<file path="config.mk">
export PLATFORM = sky130hd
export DESIGN_NAME = execute_memory_moderator
export DESIGN_NICKNAME = d
export VERILOG_FILES = /design/src/rtl/core_pkg.sv /design/src/rtl/branch_shadow_ctrl.sv /design/src/rtl/execute_memory_moderator.sv
export SDC_FILE = /design/constraint.sdc
export NUM_CORES = 1
export LEC_CHECK = 0
export BUFFER_PORTS_ARGS = -buffer_cell sky130_fd_sc_hd__buf_2
export CAP_MARGIN = 20
export CORE_AREA = 3 3 134 136
export CTS_CLUSTER_DIAMETER = 150
export DETAILED_ROUTE_END_ITERATION = 12
export DIE_AREA = 0 0 137 139
export GPL_TIMING_DRIVEN = 0
export PLACE_DENSITY = 0.68
export SETUP_SLACK_MARGIN = 0.5
export SLEW_MARGIN = 20
export SYNTH_ARGS = -nofsm -noshare
export SYNTH_HDL_FRONTEND = slang
export SYNTH_SLANG_ARGS = --single-unit
</file>
<file path="constraint.sdc">
create_clock -name clock -period 2 [get_ports clock]
set_input_delay 0.4 -clock clock [delete_from_list [all_inputs] [get_ports clock]]
set_output_delay 0.4 -clock clock [all_outputs]
set_load 0.005 [all_outputs]
</file>
<file path="src/rtl/core_pkg.sv">
// Shared definitions for the EX/MEM pipeline register: state encoding, default
// shadow depth, the control bundle carried to Memory and a saturating-increment helper.
package core_pkg;

  typedef enum logic {
    MOD_RUN    = 1'b0,
    MOD_SHADOW = 1'b1
  } mod_state_e;

  localparam int SHADOW_DEPTH_DEF = 2;
  localparam int REG_ADDR_W       = 5;

  typedef struct packed {
    logic                  valid;
    logic                  mem_wEn;
    logic                  reg_wEn;
    logic [REG_ADDR_W-1:0] writeback_Reg;
  } ex_mem_ctrl_t;

  function automatic logic [31:0] sat_inc(input logic [31:0] v);
    return (v == 32'hFFFF_FFFF) ? v : v + 32'd1;
  endfunction

endpackage

</file>
<file path="src/rtl/branch_shadow_ctrl.sv">
// Owns the RUN/SHADOW state, the shadow counter and the one-cycle Fetch redirect
// for a taken branch leaving Execute.
module branch_shadow_ctrl
  import core_pkg::*;
#(
  parameter int PC_WIDTH     = 16,
  parameter int SHADOW_DEPTH = SHADOW_DEPTH_DEF
) (
  input  logic                clock,
  input  logic                reset_n,
  input  logic                dump,
  input  logic                stall,
  input  logic                ex_valid,
  input  logic                ex_taken,
  input  logic [PC_WIDTH-1:0] ex_target,
  output logic                shadow,
  output logic                redirect_valid,
  output logic [PC_WIDTH-1:0] redirect_pc
);

  localparam logic [2:0] DEPTH3 = 3'(SHADOW_DEPTH);

  if (SHADOW_DEPTH < 1 || SHADOW_DEPTH > 7) begin : g_depth_chk
    $error("SHADOW_DEPTH must be in 1..7");
  end

  mod_state_e state;
  logic [2:0] cnt;

  assign shadow = (state == MOD_SHADOW);

  always_ff @(posedge clock or negedge reset_n) begin
    if (!reset_n) begin
      state          <= MOD_RUN;
      cnt            <= 3'd0;
      redirect_valid <= 1'b0;
      redirect_pc    <= '0;
    end else if (dump) begin
      state          <= MOD_RUN;
      cnt            <= 3'd0;
      redirect_valid <= 1'b0;
    end else if (stall) begin
      // Holding must never replay a redirect Fetch has already taken.
      redirect_valid <= 1'b0;
    end else if (state == MOD_RUN) begin
      if (ex_valid && ex_taken) begin
        redirect_pc    <= ex_target;
        redirect_valid <= 1'b1;
        cnt            <= DEPTH3;
        state          <= MOD_SHADOW;
      end else begin
        redirect_valid <= 1'b0;
      end
    end else begin
      redirect_valid <= 1'b0;
      cnt            <= cnt - 3'd1;
      if (cnt == 3'd1) state <= MOD_RUN;
    end
  end

endmodule

</file>
<file path="src/rtl/execute_memory_moderator.sv">
// EX/MEM pipeline register with branch redirect/squash and the EX/MEM forwarding source.
// Define EX_MEM_STATS_EN to build the retired/squash/stall statistics counters.
module execute_memory_moderator
  import core_pkg::*;
#(
  parameter int DATA_WIDTH     = 32,
  parameter int PC_WIDTH       = 16,
  parameter int REG_ADDR_WIDTH = 5,
  parameter int SHADOW_DEPTH   = SHADOW_DEPTH_DEF
) (
  input  logic                      clock,
  input  logic                      reset_n,
  input  logic [DATA_WIDTH-1:0]     ALU_Result_Out,
  input  logic [DATA_WIDTH-1:0]     store_Data_Out,
  input  logic                      mem_wEn_Out_Execute,
  input  logic                      reg_wEn_Out_Execute,
  input  logic [REG_ADDR_WIDTH-1:0] writeback_Reg_Out_Execute,
  input  logic [PC_WIDTH-1:0]       PC_Out_Execute,
  input  logic                      valid_Out_Execute,
  input  logic                      next_PC_select_Out,
  input  logic [PC_WIDTH-1:0]       target_PC_Out,
  input  logic                      DUMP,
  input  logic                      STALL,
  output logic [DATA_WIDTH-1:0]     ALU_Result_In,
  output logic [DATA_WIDTH-1:0]     store_Data_In,
  output logic                      mem_wEn_in_Memory,
  output logic                      reg_wEn_in_Memory,
  output logic [REG_ADDR_WIDTH-1:0] writeback_Reg_In_Memory,
  output logic [PC_WIDTH-1:0]       PC_In_Memory,
  output logic                      valid_In_Memory,
  output logic                      redirect_Valid,
  output logic [PC_WIDTH-1:0]       redirect_PC,
  output logic                      fwd_Valid,
  output logic [REG_ADDR_WIDTH-1:0] fwd_Reg,
  output logic [DATA_WIDTH-1:0]     fwd_Data,
  output logic [31:0]               retired_Count,
  output logic [31:0]               squash_Count,
  output logic [31:0]               stall_Count
);

  if (REG_ADDR_WIDTH != REG_ADDR_W) begin : g_rw_chk
    $error("REG_ADDR_WIDTH must match core_pkg::REG_ADDR_W");
  end

  logic shadow;
  logic capture;
  logic load_valid;

  ex_mem_ctrl_t          ctrl_q;
  logic [DATA_WIDTH-1:0] alu_q, sd_q;
  logic [PC_WIDTH-1:0]   pc_q;

  branch_shadow_ctrl #(
    .PC_WIDTH    (PC_WIDTH),
    .SHADOW_DEPTH(SHADOW_DEPTH)
  ) u_shadow (
    .clock         (clock),
    .reset_n       (reset_n),
    .dump          (DUMP),
    .stall         (STALL),
    .ex_valid      (valid_Out_Execute),
    .ex_taken      (next_PC_select_Out),
    .ex_target     (target_PC_Out),
    .shadow        (shadow),
    .redirect_valid(redirect_Valid),
    .redirect_pc   (redirect_PC)
  );

  assign capture    = !DUMP && !STALL;
  // Wrong-path instructions inside the shadow window are loaded as bubbles.
  assign load_valid = valid_Out_Execute && !shadow;

  always_ff @(posedge clock or negedge reset_n) begin
    if (!reset_n) begin
      ctrl_q <= '0;
      alu_q  <= '0;
      sd_q   <= '0;
      pc_q   <= '0;
    end else if (DUMP) begin
      ctrl_q.valid   <= 1'b0;
      ctrl_q.mem_wEn <= 1'b0;
      ctrl_q.reg_wEn <= 1'b0;
    end else if (capture) begin
      ctrl_q.valid         <= load_valid;
      ctrl_q.mem_wEn       <= mem_wEn_Out_Execute && load_valid;
      ctrl_q.reg_wEn       <= reg_wEn_Out_Execute && load_valid;
      ctrl_q.writeback_Reg <= writeback_Reg_Out_Execute;
      alu_q                <= ALU_Result_Out;
      sd_q                 <= store_Data_Out;
      pc_q                 <= PC_Out_Execute;
    end
  end

  assign ALU_Result_In           = alu_q;
  assign store_Data_In           = sd_q;
  assign mem_wEn_in_Memory       = ctrl_q.mem_wEn;
  assign reg_wEn_in_Memory       = ctrl_q.reg_wEn;
  assign writeback_Reg_In_Memory = ctrl_q.writeback_Reg;
  assign PC_In_Memory            = pc_q;
  assign valid_In_Memory         = ctrl_q.valid;

  assign fwd_Valid = ctrl_q.valid && ctrl_q.reg_wEn && (ctrl_q.writeback_Reg != '0);
  assign fwd_Reg   = ctrl_q.writeback_Reg;
  assign fwd_Data  = alu_q;

`ifdef EX_MEM_STATS_EN
  logic [31:0] ret_q, sq_q, st_q;

  always_ff @(posedge clock or negedge reset_n) begin
    if (!reset_n) begin
      ret_q <= '0;
      sq_q  <= '0;
      st_q  <= '0;
    end else if (DUMP) begin
      if (valid_Out_Execute) sq_q <= sat_inc(sq_q);
    end else if (STALL) begin
      st_q <= sat_inc(st_q);
    end else if (valid_Out_Execute) begin
      if (shadow) sq_q  <= sat_inc(sq_q);
      else        ret_q <= sat_inc(ret_q);
    end
  end

  assign retired_Count = ret_q;
  assign squash_Count  = sq_q;
  assign stall_Count   = st_q;
`else
  assign retired_Count = 32'd0;
  assign squash_Count  = 32'd0;
  assign stall_Count   = 32'd0;
`endif

endmodule

</file>
-- Word level (Yosys, flattened, before mapping)
Index checks and enable logic that the tools add are counted.
- bits in registers: 109
- word-level logic and storage cells: 47
- add/sub/neg operators: 1
- eq/ne operators: 2
- muxes and demuxes: 14
- bitwise logic cells: 3
- reduce and logical (&&, ||, !) cells: 16
- operators with widths (cell ; count):
    $mux W3 ; 5
    $mux W1 ; 8
    $mux W8 ; 1
    $logic_and A1 B1 Y1 ; 7
    $reduce_bool A5 Y1 ; 1
    $reduce_and A2 Y1 ; 2
    $reduce_and A4 Y1 ; 1
    $eq A3 B1 Y1 const B ; 1
    $logic_not A1 Y1 ; 3
    $not A1 Y1 ; 3
    $reduce_bool A3 Y1 ; 1
    $sub A3 B1 Y3 const B ; 1
    $ne A2 B2 Y1 const B ; 1
    $reduce_bool A2 Y1 ; 1

-- Logic depth before layout (Yosys ltp)
- depth after elaboration: 5
- mapped depth: 6

-- Hierarchy
Synthesis repeated with hierarchy kept, for this count alone.
- cells, all modules: 389
- area total of the unflattened synthesis: 5380.2 µm²
- by module, submodules not included (module ; instances ; cells each ; area each (µm²)):
    execute_memory_moderator ; 1 ; 328 ; 4511.8
    branch_shadow_ctrl ; 1 ; 61 ; 868.3

-- Worst setup path before layout
Ideal clock, no wire load.
- kind: input to register
- start: in DUMP
- end: reg u_shadow.redirect_pc[10]
- library setup time: 0.125 ns
- arrival: 1.369 ns
- setup slack: 0.505 ns
- stages: 6
- buffers on the path: 3
- cell sequence: buf_4 > nor2_4 > and3_4 > buf_6 > buf_12 > mux2_4
- cells in the longest elaborated chain, start to end: 2
- RTL lines (what ; RTL line ; source):
    start, declared ; execute_memory_moderator.sv:22 ; input logic DUMP,
    $not A1 Y1 (no line) ; - ;
    $reduce_and A4 Y1 (no line) ; - ;
    end signal, assigned ; branch_shadow_ctrl.sv:47 ; redirect_pc <= ex_target;
    end, declared ; branch_shadow_ctrl.sv:18 ; output logic [PC_WIDTH-1:0] redirect_pc
Every way passes these cells.
A chain may end at the register's enable or synchronous reset.

-- Final worst setup path
- start: reg ctrl_q, in the netlist fwd_Reg[0]
- end: out fwd_Valid
- cells in the longest elaborated chain, start to end: 2
- RTL lines (what ; RTL line ; source):
    start, declared ; execute_memory_moderator.sv:49 ; ex_mem_ctrl_t ctrl_q;
    $reduce_bool A5 Y1 ; execute_memory_moderator.sv:102 ; assign fwd_Valid = ctrl_q.valid && ctrl_q.reg_wEn && (ctrl_q.writeback_Reg != '0);
    $logic_and A1 B1 Y1 ; execute_memory_moderator.sv:102 ;
    end, declared ; execute_memory_moderator.sv:33 ; output logic fwd_Valid,
Every way passes these cells.

==> flow_metrics.env <==
export IMPL_grt_pass1_vias=3720
export IMPL_die_x_um=137
export IMPL_gr_total_overflow=0
export IMPL_ys_ff_latch=109
export IMPL_critPathKind="reg -> out"
export IMPL_cts_htree_levels=3
export IMPL_ys_types=27
export IMPL_cts_made_buffers=9
export IMPL_cp_slowest_stage_delay_ns=0.40
export IMPL_yosysTopAreaCell="dfrtp_1"
export IMPL_setup_viol=0
export IMPL_crit_path_top_delay_cell="or3_4"
export IMPL_synth_top_family_by_area="multiplexers"
export IMPL_cp_max_fo=2
export IMPL_cap_violations=0
export IMPL_power_density_nw_per_um2=796
export IMPL_violations="negative hold slack"
export IMPL_die_h_um=139
export IMPL_dp_hpwl_um=10200
export IMPL_grt_pass1_wl_um=19300
export IMPL_end_kind="primary output"
export IMPL_synthFlopType="dfrtp_1"
export IMPL_numPortBuffers=249
export IMPL_layout_drive_gt1_share=0.692
export IMPL_nNetsFinal=862
export IMPL_firstDrtPassIters=4
export IMPL_yosys_area_share_simple=0.0170
export IMPL_grt_max_degree=59
export IMPL_post_route_util=0.440
export IMPL_synthCells=390
export IMPL_rsz0062_at_grt="true"
export IMPL_yosys_area_share_xor_xnor=0
export IMPL_drt_iter0_drc=65
export IMPL_fmax_mhz=512
export IMPL_synth_area_um2=5220
export IMPL_ff2ff_path_depth=5
export IMPL_worstPathArrival_ns=1.55
export IMPL_synth_async_reset_ratio=1.00
export IMPL_post_synth_mux_area_share=0.226
export IMPL_synth_compound_area_share=0.0141
export IMPL_fillers=1625
export IMPL_clk_pin_slew_ns=0.08
export IMPL_synth_area_leaders="dfrtp_1 52%, buf_4 20%, mux2_2 20%"
export IMPL_area_growth_pct=43.6
export IMPL_hold_viol=8
export IMPL_r2r_start="u_shadow.shadow"
export IMPL_cts_tree="built"
export IMPL_synth_top_cell_area_share=0.522
export IMPL_clock_skew_ns=0.00580
export IMPL_antenna_found_initial=0
export IMPL_gp_congestion=0.717
export IMPL_synth_most_common_cell="buf_4"
export IMPL_viasPerCell=3.83
export IMPL_synth_edff_count=0
export IMPL_vias=3759
export IMPL_crit_path_start_kind="flip-flop"
export IMPL_antenna_left=0
export IMPL_timing_hold_ws_ns=-0.0189
export IMPL_yosysSeqAreaShare=0.522
export IMPL_worstPathRequired_ns=1.60
export IMPL_root_buffer="clkbuf_16"
export IMPL_synth_commonest_cells="140 x buf_4, 109 x dfrtp_1, 92 x mux2_2"
export IMPL_cts_max_path_buffers=2
export IMPL_avgRoutedWirePerCell_um=12.9
export IMPL_reg2reg_to="u_shadow.redirect_pc[11]"
export IMPL_ios=348
export IMPL_antenna_cells=0
export IMPL_start_util=0.306
export IMPL_synth_warnings=0
export IMPL_route_detailed_drc=0
export IMPL_core_area_um2=17100
export IMPL_fin_crit_ns=1.95
export IMPL_rows=48
export IMPL_fin_crit_sh=0.976
export IMPL_cts_sink_count=109
export IMPL_outcome="finished, violations left"
export IMPL_drt_total_wl_um=12600
export IMPL_avgSynthCellArea_um2=13.4
export IMPL_hp_class="in -> async"
export IMPL_total_power_uw=5970
export IMPL_insertion_delay_ns=0.35
export IMPL_crit_chain="or3_4, o311a_1, buf_2"
export IMPL_reg2reg_slack_ns=0.56
export IMPL_synthAdderAreaFrac=0.00479
export IMPL_p_leak_uw=0.00404
export IMPL_peakVddDrop_mv=0.410
export IMPL_tightest_slew_ns=0.504
export IMPL_finalMaxSlewViolations=0
export IMPL_gr_usage_all_layers=0.129
export IMPL_dieArea_um2=19000
export IMPL_maxSlewHeadroom=0.664
## through the flow
step | setup slack [ns] | instance area [um2] | cells | hold WS (ns) | setup TNS [ns]
floorplan | 0.505 | 5580 | 485 | 0.104 | 0
global placement | -0.811 | 7110 | 959 | 0.485 | -86.91
detailed placement | 0.309 | 7140 | 960 | 0.389 | 0
CTS | -0.000222 | 7450 | 979 | 0.00110 | -0.000222
global route | -0.00831 | 7500 | 981 | 0.00258 | -0.00831
finish | 0.0488 | 7500 | 981 | -0.0189 | 0
## layout by cell type (no fill, tap or decap), types with 2 or more instances in the layout
cell type,netlist,routed
nand2_1,3,3
mux2_4,9,9
a21oi_1,5,5
nor2b_1,2,2
o21ai_0,3,3
mux2_2,92,92
inv_1,4,4
clkbuf_16,0,10
inv_8,0,2
buf_2,3,251
ha_1,2,2
buf_6,2,3
clkinvlp_4,0,2
conb_1,1,96
buf_4,140,143
dfrtp_1,109,108
nand3_1,2,2
buf_12,1,2
## worst max-delay path by stage
stage,startpoint,endpoint,slack [ns],cells after the start
final,fwd_Reg[0],fwd_Valid,0.05,3
after floorplan,DUMP,u_shadow.redirect_pc[10],0.51,6
after global routing,fwd_Reg[0],fwd_Valid,-0.008,3
after detailed placement,fwd_Reg[1],fwd_Valid,0.31,3
after global placement,reset_n,u_shadow.redirect_pc[14],-0.81,1
after CTS,fwd_Reg[0],fwd_Valid,-0.0002,3
## cells by family (layout without fill, tap and decap cells)
kind of cell	count (synthesis)	after routing
compound gates	12	12
fa+ha+maj	2	2
buf+inv	150	421
flops	109	109
mux	102	102
other cells	1	96
simple gates	14	14
## area by class of cell
cell class	instances	area [um2]	area share
Buffer	146	1120	0.149
Tap cell	225	282	0.0375
Clock inverter	6	55.1	0.00734
Timing Repair Buffer	255	1340	0.179
Clock buffer	10	229	0.0305
Inverter	4	15.0	0.00200
Multi-Input combinational cell	226	1730	0.231
Sequential cell	109	2730	0.364
## worst max-delay path, delay by kind of cell, from the launching register on
family                 cells  cell delay, ns
AOI/OAI and AO/OA          1            0.29
DFF                        1            0.38
and+or+nand+nor            1            0.40
buffers and inverters      1            0.14
## state kept, by name, summed over array words and instances (netlist names), 3 cells and up
name                  flops
ALU_Result_In            32
PC_In_Memory             16
fwd_Reg                   5
u_shadow.cnt              3
u_shadow.redirect_pc     16
store_Data_In            32
## repair_timing
action | CTS | global route
pin swaps | 1 | 0
hold buffers | 0 | 0
endpoints found under the hold margin | 0 | 0
cloned | 0 | 1
setup buffers | 3 | 1
setup endpoints to repair | 10 | 13
gates resized for setup | 1 | 4
## power breakdown
group          internal (uW)  total, uW  switching, uW
clock                    871       1730            858
sequential              2540       2750            206
combinational            948       1500            548
total                   4360       5970           1610
## per-layer routing
| layer | part of all wire | routed length, um | track usage | vias up |
|---|---|---|---|---|
| met4 | 0.018 | 232 | 0.0520 | 0 |
| met3 | 0.13 | 1580 | 0.0519 | 16 |
| met5 | 0 | 0 | 0 | - |
| met1 | 0.36 | 4520 | 0.139 | 1736 |
| met2 | 0.50 | 6300 | 0.224 | 205 |
| li1 | - | - | - | 1802 |
Power figures use the tool's default switching activity.
